<file path="src/rtl/pmod_pkg.sv">
// Shared types and timing constants for the PMOD button conditioning path.
package pmod_pkg;

    typedef enum logic [1:0] {
        RELEASED     = 2'd0,
        PRESS_PEND   = 2'd1,
        PRESSED      = 2'd2,
        RELEASE_PEND = 2'd3
    } db_state_t;

    localparam int CLK_HZ      = 12_000_000;
    localparam int DEBOUNCE_MS = 10;

    // 10 ms worth of clk cycles at the board clock.
    localparam int DEFAULT_STABLE_CYCLES = (CLK_HZ / 1000) * DEBOUNCE_MS;

endpackage

</file>
<file path="src/rtl/debounce_ch.sv">
// Single button channel: two-flop synchroniser, debounce FSM with stability counter,
// registered debounced level and one-cycle press/release strobes.
//
// state        | meaning
// -------------+------------------------------------------------------------
// RELEASED     | stable high (button up), waiting for a low sample
// PRESS_PEND   | seeing low, counting consecutive low samples
// PRESSED      | stable low (button down), waiting for a high sample
// RELEASE_PEND | seeing high, counting consecutive high samples
module debounce_ch
    import pmod_pkg::*;
#(
    parameter int STABLE_CYCLES = DEFAULT_STABLE_CYCLES
) (
    input  logic i_clk,
    input  logic i_rst_n,
    input  logic i_pin,
    output logic o_db,
    output logic o_press,
    output logic o_release
);

    localparam int CNT_W = $clog2(STABLE_CYCLES);
    localparam logic [CNT_W-1:0] CNT_TC = CNT_W'(STABLE_CYCLES - 1);

    logic             r_s1;
    logic             r_s2;
    db_state_t        r_state;
    logic [CNT_W-1:0] r_cnt;
    logic             r_db;
    logic             r_press;
    logic             r_release;

    db_state_t        w_state_nxt;
    logic [CNT_W-1:0] w_cnt_nxt;
    logic             w_db_nxt;
    logic             w_press_nxt;
    logic             w_release_nxt;

    always_ff @(posedge i_clk) begin
        if (!i_rst_n) begin
            r_s1      <= 1'b1;
            r_s2      <= 1'b1;
            r_state   <= RELEASED;
            r_cnt     <= '0;
            r_db      <= 1'b1;
            r_press   <= 1'b0;
            r_release <= 1'b0;
        end else begin
            r_s1      <= i_pin;
            r_s2      <= r_s1;
            r_state   <= w_state_nxt;
            r_cnt     <= w_cnt_nxt;
            r_db      <= w_db_nxt;
            r_press   <= w_press_nxt;
            r_release <= w_release_nxt;
        end
    end

    always_comb begin
        w_state_nxt   = r_state;
        w_cnt_nxt     = r_cnt;
        w_db_nxt      = r_db;
        w_press_nxt   = 1'b0;
        w_release_nxt = 1'b0;
        case (r_state)
            RELEASED: begin
                if (!r_s2) begin
                    w_state_nxt = PRESS_PEND;
                    w_cnt_nxt   = CNT_W'(1);
                end else begin
                    w_cnt_nxt   = '0;
                end
            end
            PRESS_PEND: begin
                if (r_s2) begin
                    w_state_nxt = RELEASED;
                    w_cnt_nxt   = '0;
                end else if (r_cnt == CNT_TC) begin
                    w_state_nxt = PRESSED;
                    w_cnt_nxt   = '0;
                    w_db_nxt    = 1'b0;
                    w_press_nxt = 1'b1;
                end else begin
                    w_cnt_nxt   = r_cnt + CNT_W'(1);
                end
            end
            PRESSED: begin
                if (r_s2) begin
                    w_state_nxt = RELEASE_PEND;
                    w_cnt_nxt   = CNT_W'(1);
                end else begin
                    w_cnt_nxt   = '0;
                end
            end
            RELEASE_PEND: begin
                if (!r_s2) begin
                    w_state_nxt = PRESSED;
                    w_cnt_nxt   = '0;
                end else if (r_cnt == CNT_TC) begin
                    w_state_nxt   = RELEASED;
                    w_cnt_nxt     = '0;
                    w_db_nxt      = 1'b1;
                    w_release_nxt = 1'b1;
                end else begin
                    w_cnt_nxt     = r_cnt + CNT_W'(1);
                end
            end
            default: begin
                w_state_nxt = RELEASED;
                w_cnt_nxt   = '0;
            end
        endcase
    end

    assign o_db      = r_db;
    assign o_press   = r_press;
    assign o_release = r_release;

endmodule

</file>
<file path="src/rtl/pmod_debounce.sv">
// Conditions WIDTH raw active-low PMOD button lines into clean levels (same polarity)
// plus per-channel press/release strobes; channels are fully independent.
module pmod_debounce
    import pmod_pkg::*;
#(
    parameter int WIDTH         = 3,
    parameter int STABLE_CYCLES = DEFAULT_STABLE_CYCLES
) (
    input  logic             i_clk,
    input  logic             i_rst_n,
    input  logic [WIDTH-1:0] i_pmod,
    output logic [WIDTH-1:0] o_db_pmod,
    output logic [WIDTH-1:0] o_press,
    output logic [WIDTH-1:0] o_release
);

    logic [WIDTH-1:0] w_db;
    logic [WIDTH-1:0] w_press;
    logic [WIDTH-1:0] w_release;

    for (genvar g = 0; g < WIDTH; g++) begin : g_ch
        debounce_ch #(
            .STABLE_CYCLES(STABLE_CYCLES)
        ) u_ch (
            .i_clk     (i_clk),
            .i_rst_n   (i_rst_n),
            .i_pin     (i_pmod[g]),
            .o_db      (w_db[g]),
            .o_press   (w_press[g]),
            .o_release (w_release[g])
        );
    end

    assign o_db_pmod = w_db;
    assign o_press   = w_press;
    assign o_release = w_release;

endmodule
</file>
<file path="config.mk">
export PLATFORM = sky130hd
export DESIGN_NAME = pmod_debounce
export DESIGN_NICKNAME = d
export VERILOG_FILES = /design/src/rtl/pmod_pkg.sv /design/src/rtl/debounce_ch.sv /design/src/rtl/pmod_debounce.sv
export SDC_FILE = /design/constraint.sdc
export NUM_CORES = 1
export LEC_CHECK = 0
export CAP_MARGIN = 20
export CORE_MARGIN = 5
export CORE_UTILIZATION = 64
export CTS_CLUSTER_DIAMETER = 150
export CTS_CLUSTER_SIZE = 40
export DETAILED_ROUTE_END_ITERATION = 12
export GPL_TIMING_DRIVEN = 0
export HOLD_SLACK_MARGIN = 0.1
export PLACE_DENSITY = 0.91
export SYNTH_ARGS = -nofsm -noshare
export SYNTH_HDL_FRONTEND = slang
export SYNTH_SLANG_ARGS = --single-unit
export TNS_END_PERCENT = 30
</file>
<file path="constraint.sdc">
create_clock -name i_clk -period 4 [get_ports i_clk]
set_input_delay 0.8 -clock i_clk [delete_from_list [all_inputs] [get_ports i_clk]]
set_output_delay 0.8 -clock i_clk [all_outputs]
set_load 0.05 [all_outputs]
</file>
==> results of run 1 <==
through the flow:
step,worst slack (ns),util
6_report,1.429,0.7584
3_3_place_gp,1.097,0.7071
3_5_place_dp,1.100,0.7071
5_1_grt,1.309,0.7584
4_1_cts,1.455,0.7584
2_1_floorplan,1.904,-
cell usage after synthesis, types with 2 or more instances:
cell	n
nand2_1	19
nand2b_1	6
clkbuf_2	2
and3_1	10
nor2_1	52
nor4_1	10
dfxtp_1	72
nand4b_1	2
xor2_1	12
nand4_1	12
or4_1	6
xnor2_1	25
clkbuf_1	4
o21a_1	2
or3_1	7
nor3_1	9
and2_1	6
nand3_1	15
ha_1	3
o31ai_1	7
buf_4	11
o21ai_0	7
inv_1	12
or3b_2	3
or2_2	2
a21oi_1	18
and4_1	3
per-layer routing:
| metal | vias up | share of wire |
|---|---|---|
| li1 | 1277 | - |
| met1 | 1223 | 0.46 |
| met2 | 57 | 0.47 |
| met3 | 11 | 0.042 |
| met4 | 0 | 0.024 |
| met5 | - | 0 |
worst min path at each step:
stage	end	slack, ns	cells after the start
2_1_floorplan	g_ch[0].u_ch.r_s2	0.39	1
3_3_place_gp	g_ch[2].u_ch.r_s2	0.39	1
3_5_place_dp	g_ch[2].u_ch.r_s2	0.40	1
4_1_cts	g_ch[2].u_ch.r_s2	0.42	1
5_1_grt	g_ch[1].u_ch.r_s2	0.44	1
6_report	g_ch[2].u_ch.r_s2	0.42	1
flip-flops by register name, indices dropped and copies added, names as in the netlist, named ones only:
signal               cells
g_ch.u_ch.o_db           3
g_ch.u_ch.o_release      3
g_ch.u_ch.r_state        3
g_ch.u_ch.r_s2           3
g_ch.u_ch.r_cnt         51
g_ch.u_ch.r_s1           3
g_ch.u_ch.o_press        3
cells by family after synthesis:
group           after synthesis
simple gates                171
compound gates               39
flops                        72
buf+inv                      32
xor+xnor                     37
fa+ha+maj                     3
layout make-up:
type	instances	area, µm²	share of cell area
clock inverters	7	120.1	0.03331
inverters	12	45.04	0.01249
multi-input cells	250	1534	0.4254
well taps	67	83.83	0.02325
clock buffers	9	123.9	0.03435
repair buffers	13	130.1	0.03609
plain buffers	20	127.6	0.03539
flip-flops and latches	72	1441	0.3997
power by group:
| part | total [mW] | internal (mW) | leakage (nW) | switching, mW |
|---|---|---|---|---|
| Clock | 0.694 | 0.415 | 0.119 | 0.279 |
| Combinational | 0.0153 | 0.00745 | 0.469 | 0.00781 |
| Sequential | 0.724 | 0.721 | 0.582 | 0.00378 |
| Total | 1.43 | 1.14 | 1.17 | 0.291 |
worst reg2reg max path, stage by stage, from the launching register on:
cell and delay, ns:
dfxtp_1 0.39, ha_1 0.23, nand3_1 0.25, or4_1 0.58
buf_2 0.17, o21bai_4 0.24, buf_4 0.22, nor2_1 0.07
==> results.md, run 1 <==
* Post-synthesis compound-gate area fraction at 0.07671
* Hold Startpoint: g_ch[2].u_ch.r_s1
* Crit path from: i_rst_n
* Clk Latency, worst-skew pair at 0.35 ns
* Max-slew violations at 0
* Post-DP HPWL at 4216 µm
* Drt initial violations at 188
* CP max stage delay at 0.48 ns
* Critical path depth at 7
* Most frequent cells in the layout: 72 x dfxtp_1, 52 x nor2_1, 25 x xnor2_1
* Outcome: finished clean
* Synthesized flop and latch total at 72
* Setup TNS at 0 ns
* Largest net degree at the start of global routing at 14
* Setup Fix Bufs, Post-CTS at 0
* Synth Flop Type: dfxtp_1
* Initial antenna violation count at 0
* Synth Cell Area at 0.003148 mm²
* Drt wl/cell at 14.04 µm
* Synth Area in Simple Gates at 0.2957
* Layout Skew at 0.01132 ns
* Power Dens Cells at 397.6 mW/mm²
* Final antenna-violating net count at 0
* GRT met1 Usage at 0.2836
* Worst reg2reg setup slack at 1.72 ns
* Sequential-to-total area share from yosys stat at 0.4579
* Clock transition at the registers of the reported paths at 0.08 ns
* Synth top area share at 0.4579
* Pre-antenna DRT Iters at 4
* Minimum clock period at 2.571 ns
* Layout cells sized above 1 at 0.1097
* Worst reg2reg startpoint: g_ch[0].u_ch.r_cnt[0]
* Count of different cell masters after synthesis at 44
* Die Span X at 80.14 µm
* Synth top area cells: dfxtp_1 46%, xnor2_1 7.0%, nor2_1 6.2%, xor2_1 3.3%, a21oi_1 2.9%
* Crit path max fanout at 10
* Vias at 2568
* Maximum vdd ir drop at 0.0002435 V
* Max_slew headroom at 0.6636
* Synth Area in XOR/XNOR at 0.1029
* Vias in the first global route at 2462
* Initial Util at 0.6621
* R2R depth at 7
* Area delta synth->final at 14.55%
* Critical path's top delay family: buffers and inverters
* Unrepaired setup endpoints after global routing: no
* Fmax at 388.9 MHz
* Placed cell areas at 0.003362 mm²
* Mux share of post-synthesis cell area at 0
* Critical Path AT at 2.85 ns
* Die Ht at 80.14 µm
* # hold bufs at CTS at 0
* Fill cells at 318
* Cts bufs inserted at 9
* CP cell instances: clkdlybuf4s50_1 > clkbuf_1 > o21ai_0 > or3b_2 > clkbuf_2 > buf_6 > nor2_1
* Number of remaining DRC errors at 0
* Most area-hungry cell type in the Yosys netlist: dfxtp_1
* Slowest-stage cell, CP: or3b_2
* Maxcap violations at 0
* Largest family of logic cells by synthesized area: simple AND/OR/NAND/NOR gates
* Total power draw at 1.434 mW
* Met3 Usage GRT at 0.05830
* TritonCTS Sinks at 72
* Total track usage at 0.2256
* Total wire length at 6316 µm
* Post-CTS Resized at 0
* Endpoints failing hold at 0
* Final Cycle Share at 0.6428
* Ys Warns at 0
* Worst Path Buf+Inv at 4
* Syn_area_per_cell at 8.893 µm²
* GRT Max-Usage Layer: met2
* Leakage at 1.170 nW
* Clk buf depth at 2
* TritonCTS clock tree: built
* M2 GR Usage at 0.3609
* Cells after synthesis at 354
* Setup Viol. Count Final at 0
* Root Buffer: clkbuf_8
* Total global routing overflow at 0
* Diode count at 0
* Placer Congestion at 0.8746
* Required time of the critical path at 4.28 ns
* Syn_nets at 362
* Worst-margin pin slew at 0.5031 ns
* CP endpoint: g_ch[1].u_ch.r_cnt[10]
* Placed Instances at 434
* DR vias/cell at 5.707
* Post-Layout Cell Count at 450
* Nets at 386
* Commonest non-fill, non-tap cell in the layout: dfxtp_1
* H-tree Lvls at 3
* Worst Setup Start Kind: input port
* Capturing point of the worst reg2reg path: g_ch[0].u_ch.r_cnt[6]
* Critical Setup Path Class: input port to flop
* Core area at 0.004755 mm²
* Ys async rst share at 0
* Design Area, Final at 0.003606 mm²
* Adder-cell area share of the yosys netlist at 0.01192
* Core Rows at 25
* CP Capture Type: flop
* Port buffer count at 13
* Hold_ws at 0.4164 ns
* # IOs at 14
* DIE AREA at 0.006422 mm²
* First-pass GRT wire length at 11230 µm
* HP Class: flop to flop
* EDFF count, synth at 0
No activity file was read; power rests on OpenSTA's default activity.
==> run 2: changes to the inputs <==
--- a/config.mk
+++ b/config.mk
@@ -7,13 +7,13 @@
 export LEC_CHECK = 0
 export CAP_MARGIN = 20
 export CORE_MARGIN = 5
-export CORE_UTILIZATION = 64
+export CORE_UTILIZATION = 54
 export CTS_CLUSTER_DIAMETER = 150
 export CTS_CLUSTER_SIZE = 40
 export DETAILED_ROUTE_END_ITERATION = 12
 export GPL_TIMING_DRIVEN = 0
 export HOLD_SLACK_MARGIN = 0.1
-export PLACE_DENSITY = 0.91
+export PLACE_DENSITY = 0.82
 export SYNTH_ARGS = -nofsm -noshare
 export SYNTH_HDL_FRONTEND = slang
 export SYNTH_SLANG_ARGS = --single-unit
==> constraint.sdc (replaced) <==
create_clock -name i_clk -period 2.2 [get_ports i_clk]
set_input_delay 0.44 -clock i_clk [delete_from_list [all_inputs] [get_ports i_clk]]
set_output_delay 0.44 -clock i_clk [all_outputs]
set_load 0.05 [all_outputs]
==> run 2 against run 1 <==
Clock power grew 64%. Critical path type is now flop to flop. Non-clock buffer count grew 2. Clock-buffer cell count grew 4. Utilization shrank 11 points. Sequential power grew 82%.
==> results.md, run 2 (synthesis gave the netlist of run 1 again) <==
* Commonest non-fill, non-tap cell in the layout: dfxtp_1
* Clk buf depth at 2
* Outcome: finished clean
* Sequential power share at 0.531
* Cell Int Power at 1.994 mW
* Die Ht at 86.35 µm
* Power Dens Cells at 684.5 mW/mm²
* # hold bufs at CTS at 0
* # IOs at 14
* Worst Setup Start Kind: flop
* Max-slew violations at 0
* Worst reg2reg setup slack at 0.09 ns
* Clk pwr share at 0.459
* Total global routing overflow at 0
* Diode count at 0
* Required time of the critical path at 2.44 ns
* Placed Instances at 439
* Critical Setup Path Class: flop to flop
* Drt initial violations at 115
* Fmax at 474.0 MHz
* TritonCTS clock tree: built
* Max FFs per register at 51
* Maxcap violations at 0
* Setup TNS at 0 ns
* DIE AREA at 0.007456 mm²
* Placer Congestion at 0.8116
* Clk Latency, worst-skew pair at 0.34 ns
* TritonCTS Sinks at 72
* Cts bufs inserted at 9
* Final core occ at 0.6507
* Hold_ws at 0.4047 ns
* Top reg by flops: g_ch.u_ch.r_cnt
* Area delta synth->final at 15.22%
* Endpoints failing hold at 0
* Root Buffer: clkbuf_8
* Vias in the first global route at 2360
* Largest net degree at the start of global routing at 12
* Layout cells sized above 1 at 0.1195
* Drt wl/cell at 13.09 µm
* Core Rows at 27
* Post-DP HPWL at 4141 µm
* Most frequent cells in the layout: 72 x dfxtp_1, 52 x nor2_1, 25 x xnor2_1
* Total track usage at 0.1728
* Die Span X at 86.35 µm
* First-pass GRT wire length at 10290 µm
* Post-Layout Cell Count at 457
* Sw Ratio at 0.1969
* Clock transition at the registers of the reported paths at 0.07 ns
* P_sw at 0.4888 mW
* Initial antenna violation count at 0
* Power share of the combinational group at 0.011
* Final Cycle Share at 0.9590
* Total power draw at 2.483 mW
* Layout Skew at 0.01141 ns
* Critical Path AT at 2.35 ns
* Total wire length at 5984 µm
* Max_slew headroom at 0.6674
* HP Class: flop to flop
* Number of remaining DRC errors at 0
* Core area at 0.005574 mm²
* Worst-margin pin slew at 0.4973 ns
* Port buffer count at 13
* DR vias/cell at 5.490
* Maximum vdd ir drop at 0.0004336 V
* Pre-antenna DRT Iters at 4
* Initial Util at 0.5648
* Setup Viol. Count Final at 0
* Leakage at 1.191 nW
* Crit path max fanout at 10
* Nets at 388
* CP Capture Type: flop
* Final antenna-violating net count at 0
* Minimum clock period at 2.110 ns
* H-tree Lvls at 3
* Vias at 2509
## run 2: final timing paths
kind / from / endpoint / cells after the start
min: g_ch[2].u_ch.r_s1 / g_ch[2].u_ch.r_s2 / 1
min reg2reg: g_ch[2].u_ch.r_s1 / g_ch[2].u_ch.r_s2 / 1
max reg2reg: g_ch[0].u_ch.r_cnt[0] / g_ch[0].u_ch.r_cnt[8] / 7
max: g_ch[0].u_ch.r_cnt[0] / g_ch[0].u_ch.r_cnt[8] / 7
## run 2: through the flow
| step | instance area, µm² | setup slack (ns) |
|---|---|---|
| floorplan | 3148 | 0.2571 |
| global placement | 3368 | -0.3575 |
| detailed placement | 3368 | -0.3975 |
| CTS | 3588 | 0.01676 |
| global route | 3627 | -0.001497 |
| finish | 3627 | 0.09020 |
## run 2: cell type report
class | count | area [µm²]
fillers | 454 | 1947
multi-input cells | 250 | 1555
flip-flops and latches | 72 | 1441
repair buffers | 16 | 152.6
clock buffers | 13 | 148.9
plain buffers | 19 | 128.9
well taps | 72 | 90.09
clock inverters | 3 | 65.06
inverters | 12 | 45.04
## run 2: power by group through the flow
stage / registers (mW) / clock network, mW / logic (mW)
after global placement: 1.35 / 0 / 0.0258
after CTS: 1.32 / 1.15 / 0.0274
after detailed placement: 1.35 / 0 / 0.0268
final: 1.32 / 1.14 / 0.0270
after global routing: 1.32 / 1.22 / 0.0302
after floorplan: 1.35 / 0 / 0.0151
## run 2: routing by layer
| layer | routed length (µm) | global-route usage | up-vias |
|---|---|---|---|
| li1 | - | - | 1280 |
| met1 | 2726 | 0.2082 | 1181 |
| met2 | 2871 | 0.2893 | 42 |
| met3 | 301 | 0.05228 | 6 |
| met4 | 85 | 0.06516 | 0 |
| met5 | 0 | 0 | - |
## run 2: critical path, cell delays in order (launching register included)
cell      delay, ns
dfxtp_1        0.39
ha_2           0.24
nand3_2        0.17
or4_1          0.55
buf_2          0.17
o21bai_4       0.23
buf_6          0.19
nor2_1         0.06
## run 2: what timing repair did
action,in CTS,in global routing
resized for setup,2,4
setup endpoints to repair,20,31
setup buffers,0,3
pin swaps,0,5
==> run 3: changes to the inputs <==
--- a/config.mk
+++ b/config.mk
@@ -5,6 +5,7 @@
 export SDC_FILE = /design/constraint.sdc
 export NUM_CORES = 1
 export LEC_CHECK = 0
+export ABC_CLOCK_PERIOD_IN_PS = 2200
 export CAP_MARGIN = 20
 export CORE_MARGIN = 5
 export CORE_UTILIZATION = 54
@@ -13,7 +14,7 @@
 export DETAILED_ROUTE_END_ITERATION = 12
 export GPL_TIMING_DRIVEN = 0
 export HOLD_SLACK_MARGIN = 0.1
-export PLACE_DENSITY = 0.82
+export PLACE_DENSITY = 0.78
 export SYNTH_ARGS = -nofsm -noshare
 export SYNTH_HDL_FRONTEND = slang
 export SYNTH_SLANG_ARGS = --single-unit
==> run 3 against run 2 <==
Global-route usage decreased by 0.88 points. Combinational power is 5% lower. Utilization down 0.65 points. Largest power group unchanged. Maximum frequency up 1.2%. Sequential power hardly changed. Wire length fell by 6.1%. Sequential cell count unchanged.
==> results.md, run 3 (synthesis gave the netlist of run 1 again) <==
* Clk Latency, worst-skew pair at 0.35 ns
* Final antenna-violating net count at 0
* Critical Setup Path Class: flop to flop
* Cts bufs inserted at 9
* Hold Startpoint: g_ch[0].u_ch.r_s1
* Maxcap violations at 0
* Worst Setup Start Kind: flop
* First-pass GRT wire length at 9853 µm
* Commonest non-fill, non-tap cell in the layout: dfxtp_1
* R2R depth at 6
* Clock transition at the registers of the reported paths at 0.08 ns
* Worst reg2reg startpoint: g_ch[2].u_ch.r_cnt[13]
* Top reg by flops: g_ch.u_ch.r_cnt
* Total wire length at 5619 µm
* Max-slew violations at 0
* Nets at 385
* Outcome: finished clean
* WHS Endpoint: g_ch[0].u_ch.r_s2
* HP Class: flop to flop
* Initial Util at 0.5648
* Hold Path Depth at 1
* M2 GR Usage at 0.2622
* Critical Path AT at 2.32 ns
* Pre-antenna DRT Iters at 4
* Clk buf depth at 2
* GRT met1 Usage at 0.2080
* DIE AREA at 0.007456 mm²
* Maximum vdd ir drop at 0.0003984 V
* Post-DP HPWL at 4030 µm
* Final Cycle Share at 0.9472
* Max_slew headroom at 0.6694
* Placer Congestion at 0.8058
* Max FFs per register at 51
* Drt initial violations at 125
* Endpoints failing hold at 0
* Vias at 2482
* Capturing point of the worst reg2reg path: g_ch[2].u_ch.r_cnt[11]
* TritonCTS clock tree: built
* Worst-margin pin slew at 0.4943 ns
* Vias in the first global route at 2273
* Fill cells at 479
* GRT Max-Usage Layer: met2
* DR vias/cell at 5.467
* Worst reg2reg setup slack at 0.12 ns
* Design Area, Final at 0.003591 mm²
* Layout cells sized above 1 at 0.1099
* Fmax at 479.9 MHz
* Die Span X at 86.35 µm
* Placed cell areas at 0.003368 mm²
* Required time of the critical path at 2.44 ns
* Diode count at 0
* Area delta synth->final at 14.07%
* # IOs at 14
* Total global routing overflow at 0
* Met3 Usage GRT at 0.05989
* Largest net degree at the start of global routing at 14
* Number of remaining DRC errors at 0
* Leakage at 1.176 nW
* Final core occ at 0.6442
* Most frequent cells in the layout: 72 x dfxtp_1, 52 x nor2_1, 25 x xnor2_1
* Crit path max fanout at 10
* Initial antenna violation count at 0
* Unrepaired setup endpoints after global routing: no
* Port buffer count at 13
* TritonCTS Sinks at 72
* Core area at 0.005574 mm²
* Die Ht at 86.35 µm
* Power Dens Cells at 659.6 mW/mm²
* Minimum clock period at 2.084 ns
* Root Buffer: clkbuf_8
* Drt wl/cell at 12.38 µm
* Total power draw at 2.369 mW
* Total track usage at 0.1640
* Core Rows at 27
* Setup Viol. Count Final at 0
* H-tree Lvls at 3
* Layout Skew at 0.01118 ns
* CP Capture Type: flop
run 3: area by class of cell:
cell class | instances | area, µm² | area share
multi-input combinational | 250 | 1555 | 0.4331
sequential | 72 | 1441 | 0.4014
timing repair buffer | 14 | 140.1 | 0.03902
clock buffer | 10 | 127.6 | 0.03554
buffer | 18 | 122.6 | 0.03415
tap | 72 | 90.09 | 0.02509
clock inverter | 6 | 68.82 | 0.01916
inverter | 12 | 45.04 | 0.01254
run 3: what timing repair did:
| action | 4_1_cts | 5_1_grt |
|---|---|---|
| hold buffers | 0 | 0 |
| setup buffers | 0 | 1 |
| endpoints found under the setup margin | 18 | 30 |
| pin swaps | 0 | 3 |
| resized for setup | 1 | 4 |
run 3: report_power, final:
part / internal (mW) / switching (mW)
Clock: 0.529 / 0.497
Sequential: 1.31 / 0.00650
Combinational: 0.0130 / 0.0127
run 3: layer usage:
layer,vias up,wire (µm),part of all wire
met5,-,0,0
met4,0,89,0.016
met3,11,268,0.048
met2,47,2544,0.45
met1,1151,2716,0.48
li1,1273,-,-
run 3: through the flow:
stage	cells	TNS, ns	hold slack [ns]	worst slack [ns]
after detailed placement	439	-5.636	0.4251	-0.4321
after CTS	454	0	0.4455	0.007596
after floorplan	354	0	0.3863	0.2571
after global routing	454	0	0.4454	0.02020
after global placement	439	-4.996	0.4019	-0.3795
final	454	0	0.4371	0.1162
run 3: critical path: stages, from the launching register on:
cell      delay, ns
dfxtp_1        0.35
or4b_1         0.61
nor4_4         0.41
or3b_2         0.19
clkbuf_2       0.17
buf_4          0.19
nor2_1         0.06
run 3: worst max-delay path by stage:
stage	from	to	slack (ns)	cells past startpoint
floorplan	g_ch[1].u_ch.r_cnt[13]	g_ch[1].u_ch.r_cnt[9]	0.26	6
global placement	i_rst_n	g_ch[1].u_ch.r_cnt[14]	-0.38	7
detailed placement	i_rst_n	g_ch[1].u_ch.r_cnt[6]	-0.43	7
CTS	g_ch[1].u_ch.r_cnt[13]	g_ch[1].u_ch.r_cnt[4]	0.008	6
global route	g_ch[2].u_ch.r_cnt[13]	g_ch[2].u_ch.r_cnt[16]	0.02	6
finish	g_ch[2].u_ch.r_cnt[13]	g_ch[2].u_ch.r_cnt[11]	0.12	6
